File: src/rtl/mdu_iterative.sv
// mdu_iterative: RV32M multiply/divide unit, one result bit per cycle, valid/ready handshake
module mdu_iterative #(
    parameter int WIDTH = 32
) (
    input  logic             i_clk,
    input  logic             i_rst,
    input  logic             i_valid,
    output logic             o_ready,
    input  logic [2:0]       i_mdu_op,
    input  logic [WIDTH-1:0] i_operand_a,
    input  logic [WIDTH-1:0] i_operand_b,
    input  logic             i_kill,
    output logic             o_valid,
    input  logic             i_ready,
    output logic [WIDTH-1:0] o_mdu_data
);
    localparam int CW = $clog2(WIDTH) + 1;

    typedef enum logic [1:0] {IDLE, CALC, DONE} state_t;

    state_t           state, state_n;
    logic [2:0]       op;
    logic             neg;
    logic [WIDTH-1:0] m, hi, lo;
    logic [CW-1:0]    cnt;

    logic             is_div, sa, sb, div0, ovf, special, accept, last, ge;
    logic [WIDTH-1:0] mag_a, mag_b, spec_res, hi_n, lo_n, q, result;
    logic [WIDTH:0]   sum, sh, diff;
    logic [2*WIDTH-1:0] prod;

    assign is_div   = i_mdu_op[2];
    assign sa       = i_operand_a[WIDTH-1] & (is_div ? ~i_mdu_op[0] : (i_mdu_op[1:0] == 2'b01 || i_mdu_op[1:0] == 2'b10));
    assign sb       = i_operand_b[WIDTH-1] & (is_div ? ~i_mdu_op[0] : (i_mdu_op[1:0] == 2'b01));
    assign mag_a    = sa ? -i_operand_a : i_operand_a;
    assign mag_b    = sb ? -i_operand_b : i_operand_b;
    assign div0     = i_operand_b == '0;
    assign ovf      = ~i_mdu_op[0] & (i_operand_a == {1'b1, {(WIDTH-1){1'b0}}}) & (i_operand_b == '1);
    assign special  = is_div & (div0 | ovf);
    assign spec_res = div0 ? (i_mdu_op[1] ? i_operand_a : '1) : (i_mdu_op[1] ? '0 : i_operand_a);
    assign accept   = (state == IDLE) & i_valid & ~i_kill;
    assign last     = cnt == CW'(WIDTH-1);
    assign o_ready  = state == IDLE;
    assign o_valid  = state == DONE;

    // One iteration: shift-add (hi accumulates, lo shifts out multiplier bits) or restoring divide (hi = remainder, lo = dividend/quotient)
    always_comb begin
        sum    = {1'b0, hi} + {1'b0, (lo[0] ? m : '0)};
        sh     = {hi, lo[WIDTH-1]};
        diff   = sh - {1'b0, m};
        ge     = ~diff[WIDTH];
        hi_n   = op[2] ? (ge ? diff[WIDTH-1:0] : sh[WIDTH-1:0]) : sum[WIDTH:1];
        lo_n   = op[2] ? {lo[WIDTH-2:0], ge} : {sum[0], lo[WIDTH-1:1]};
        prod   = neg ? -{hi_n, lo_n} : {hi_n, lo_n};
        q      = op[1] ? hi_n : lo_n;
        result = op[2] ? (neg ? -q : q) : (op[1:0] == 2'b00 ? prod[WIDTH-1:0] : prod[2*WIDTH-1:WIDTH]);
    end

    // State register
    always_ff @(posedge i_clk or posedge i_rst) begin
        if (i_rst) state <= IDLE;
        else       state <= state_n;
    end

    // Next state; kill beats both drain and accept
    always_comb begin
        state_n = state;
        case (state)
            IDLE:    state_n = accept ? (special ? DONE : CALC) : IDLE;
            CALC:    state_n = i_kill ? IDLE : (last ? DONE : CALC);
            DONE:    state_n = (i_kill | i_ready) ? IDLE : DONE;
            default: state_n = IDLE;
        endcase
    end

    // Operand capture, iteration and result load (result only changes on entry to DONE)
    always_ff @(posedge i_clk or posedge i_rst) begin
        if (i_rst) begin
            op         <= '0;
            neg        <= 1'b0;
            m          <= '0;
            hi         <= '0;
            lo         <= '0;
            cnt        <= '0;
            o_mdu_data <= '0;
        end else if (accept) begin
            op  <= i_mdu_op;
            neg <= (i_mdu_op[2] & i_mdu_op[1]) ? sa : sa ^ sb;
            m   <= is_div ? mag_b : mag_a;
            hi  <= '0;
            lo  <= is_div ? mag_a : mag_b;
            cnt <= '0;
            if (special) o_mdu_data <= spec_res;
        end else if (state == CALC) begin
            hi  <= hi_n;
            lo  <= lo_n;
            cnt <= cnt + 1'b1;
            if (last && !i_kill) o_mdu_data <= result;
        end
    end
endmodule

File: config.mk
export PLATFORM = sky130hd
export DESIGN_NAME = mdu_iterative
export DESIGN_NICKNAME = d
export VERILOG_FILES = /design/src/rtl/mdu_iterative.sv
export SDC_FILE = /design/constraint.sdc
export NUM_CORES = 1
export LEC_CHECK = 0
export ABC_CLOCK_PERIOD_IN_PS = 6100
export BUFFER_PORTS_ARGS = -buffer_cell sky130_fd_sc_hd__buf_2
export CAP_MARGIN = 20
export CORE_MARGIN = 2
export CORE_UTILIZATION = 30
export CTS_CLUSTER_DIAMETER = 200
export DETAILED_ROUTE_END_ITERATION = 10
export GPL_TIMING_DRIVEN = 0
export HOLD_SLACK_MARGIN = 0.05
export SLEW_MARGIN = 20
export SYNTH_ARGS = -nofsm -noshare
export SYNTH_HDL_FRONTEND = slang
export SYNTH_SLANG_ARGS = --single-unit
export TNS_END_PERCENT = 30
File: constraint.sdc
create_clock -name i_clk -period 6.1 [get_ports i_clk]
set_input_delay 1.22 -clock i_clk [delete_from_list [all_inputs] [get_ports i_clk]]
set_output_delay 1.22 -clock i_clk [all_outputs]
set_load 0.02 [all_outputs]
==> results.py <==
metrics = {
    "yosys": {
        "syn_area_um2": 17100,
        "ys_ff_latch": 140,
        "synth_flop_cell": "dfrtp_1",
        "ys_types": 93,
        "syn-num-nets": 2508,
        "avgSynthCellArea_um2": 7.24,
        "async_flop_share_pct": 100,
        "ys_seq_area_share_pct": 20.5,
        "synth-edff-count": 0,
        "syn_inst": 2363,
        "yosys_warnings": 0,
    },
    "clock_tree": {
        "numCtsBuffers": 17,
        "ctsHoldBuffers": 0,
        "worstSkewPairLatency_ns": 0.48,
        "cts.clk_slew.worst_paths_ns": 0.07,
        "cts_sinks": 140,
        "cts_tree": "built",
        "cts_root_buf": "clkbuf_16",
        "cts-htree-levels": 4,
        "cts_buffer_depth": 2,
    },
    "finish": {
        "layout_common_cells": "261 x nand2_1, 223 x o21ai_0, 212 x a21oi_1",
        "nets": 2644,
        "drive_above_1_share_pct": 10.9,
        "ff_latch_area_um2": 3500,
        "postLayoutCoreUtil_pct": 34.7,
        "area_growth_pct": 14.3,
        "fillers": 6234,
        "multi_input_area_um2": 12900,
        "layout_commonest_cell": "nand2_1",
    },
    "critical_path": {
        "critPathKind": "reg2reg",
        "cp-start-kind": "flip-flop",
        "worstPathMaxFanout": 10,
        "cp-end-kind": "flip-flop",
        "cp.required_ns": 6.50,
        "cp.arrival_ns": 6.51,
    },
    "run_status": {
        "status": "complete, but fails checks",
        "violations": "design-rule violations, negative setup slack",
    },
    "routing": {
        "via_count": 20200,
        "drt_iter0_drc": 2657,
        "firstDrtPassIters": 9,
        "route.antenna.remaining_nets": 0,
        "wl_met3_mm": 9.86,
        "wl_met2_mm": 36.7,
        "routed_wirelength_mm": 86.9,
        "viasPerCell": 6.17,
        "top_layer": "met5",
        "drcViolationCount": 2,
        "avgRoutedWirePerCell_um": 26.6,
        "wl_met1_mm": 34.8,
    },
    "power_and_ir_drop": {
        "fin_total_pwr_mw": 10.4,
        "p_sw_share_pct": 57.8,
        "p_leak_nw": 7.78,
        "seq_power_share_pct": 14.7,
        "internal-power_mw": 4.40,
        "irDropWorstVdd_mv": 0.237,
        "p_clk_share_pct": 11.6,
        "power_density_nw_per_um2": 534,
        "p_comb_share_pct": 73.7,
        "power_switching_mw": 6.04,
    },
    "floorplanning": {
        "dieArea_um2": 58900,
        "fp-row-count": 87,
        "die-height_um": 243,
        "die_w_um": 243,
        "core_area_um2": 56400,
        "initial_core_util_pct": 30.3,
        "io-pin-count": 106,
    },
    "run": {
        "cap_violations": 0,
    },
    "timing": {
        "tightest_slew_ns": 1.21,
        "setup_viol": 2,
        "worst_slack_ns": -0.0144,
        "relSlewSlack_pct": 18.6,
        "skew_ns": 0.0143,
        "fin_crit_ns": 6.11,
        "min_period_over_period_pct": 100,
        "finalMaxSlewViolations": 0,
        "timing.setup.tns_ns": -0.0224,
        "hold_viol": 0,
        "rsz0062_at_grt": "yes",
        "fmax_mhz": 164,
    },
    "placed_design": {
        "dp_hpwl_mm": 70.0,
        "port_buffers": 104,
        "globalplace.congestion": 1.08,
    },
    "global_routing": {
        "grt.total_usage_pct": 28.8,
        "grt_max_degree": 81,
        "grt_pass1_wl_mm": 127,
        "grt_antenna_before_repair": 7,
        "grt_overflow": 0,
        "grt_pass1_vias": 18600,
    },
    "min_path": {
        "min-delay-path-class": "reg2reg",
    },
}
Yosys cell counts (all sizes together), types with 19 or more instances:
master,n,area share [%]
a211oi,31,1.4
a21o,35,1.5
a21oi,220,6.6
a31oi,27,0.99
and2,59,2.2
and3,20,0.73
buf,45,1.3
clkbuf,110,2.4
dfrtp,140,20
ha,71,5.2
inv,69,1.5
mux2,21,1.4
mux2i,60,3.5
nand2,261,5.7
nand3,76,2.2
nand4,35,1.3
nor2,194,4.3
nor3,61,1.8
nor4,19,0.73
o211ai,67,3.0
o21ai,232,6.8
o31ai,38,1.7
or3,29,1.1
xnor2,81,4.1
xor2,80,4.1
layout make-up:
cell class	instances	area share (%)
antenna	1	0.0128
buffer	155	3.32
clock buffer	20	2.28
clock inverter	12	1.06
inverter	70	1.38
multi-input combinational	1998	65.9
sequential	140	17.9
tap	756	4.84
timing repair buffer	117	3.26
kinds of logic after synthesis:
group,share of synthesized area [%]
xor gates and xnor gates,8.24
muxes,5.03
and+or+nand+nor,23.9
buffers and inverters,5.20
AOI/OAI and AO/OA,30.9
adders and majority gates,6.31
DFF,20.5
power groups by stage:
stage,Clock [mW],Sequential [mW],Combinational [mW]
2_1_floorplan,0,1.40,4.75
3_3_place_gp,0,1.53,7.14
3_5_place_dp,0,1.53,7.11
4_1_cts,1.21,1.52,7.28
5_1_grt,1.25,1.56,8.10
6_report,1.21,1.54,7.69
routing by layer:
layer / up-vias / global-route usage, %
met2: 1233 / 43.0
met5: - / 0
met4: 8 / 15.5
li1: 9029 / -
met3: 257 / 7.64
met1: 9655 / 37.7
registers in the layout, indices dropped and copies added (netlist names):
| name | count |
|---|---|
| cnt | 6 |
| neg | 1 |
| m | 32 |
| lo | 32 |
| hi | 32 |
| op | 3 |
| o_mdu_data | 32 |
| state | 2 |
worst paths after layout:
path | start | slack, ns | endpoint | cells after the start
worst max-delay path | op[2] | -0.01 | o_mdu_data[14] | 18
worst min-delay path | o_mdu_data[5] | 0.47 | o_mdu_data[5] | 1
worst max register to register | op[2] | -0.01 | o_mdu_data[14] | 18
worst min register to register | o_mdu_data[5] | 0.47 | o_mdu_data[5] | 1
max in group asynchronous | i_rst | 4.53 | o_mdu_data[26] | 3
min in group asynchronous | i_rst | 0.78 | m[11] | 2
what timing repair did:
action,in CTS,in global routing
endpoints found under the setup margin,31,26
pin swaps,5,4
gates cloned,0,0
gates resized for setup,24,29
buffers inserted,7,4
per-stage QoR:
stage	hold slack (ns)	cell area [µm²]	std cells	setup WS (ns)
2_1_floorplan	0.461	17100	2363	1.09
3_3_place_gp	0.456	18600	3223	-0.898
3_5_place_dp	0.463	18600	3225	-0.893
4_1_cts	0.480	19400	3264	-0.0212
5_1_grt	0.509	19500	3268	-0.0640
6_report	0.474	19500	3269	-0.0144
worst max-delay path, stage by stage (launching register included):
cell and delay [ns]:
dfrtp_1 0.32, buf_2 0.19, buf_2 0.29, buf_2 0.34, buf_2 0.36, buf_2 0.32, buf_2 0.38, clkbuf_2 0.42
clkdlybuf4s15_2 0.59, buf_2 0.37, buf_2 0.40, mux2i_1 0.71, nand2_1 0.14, o31ai_1 0.32, xnor2_1 0.22, nor2_1 0.07
a211oi_1 0.29, a21oi_1 0.11, a21oi_1 0.17
(Power assumes the default switching activity.)
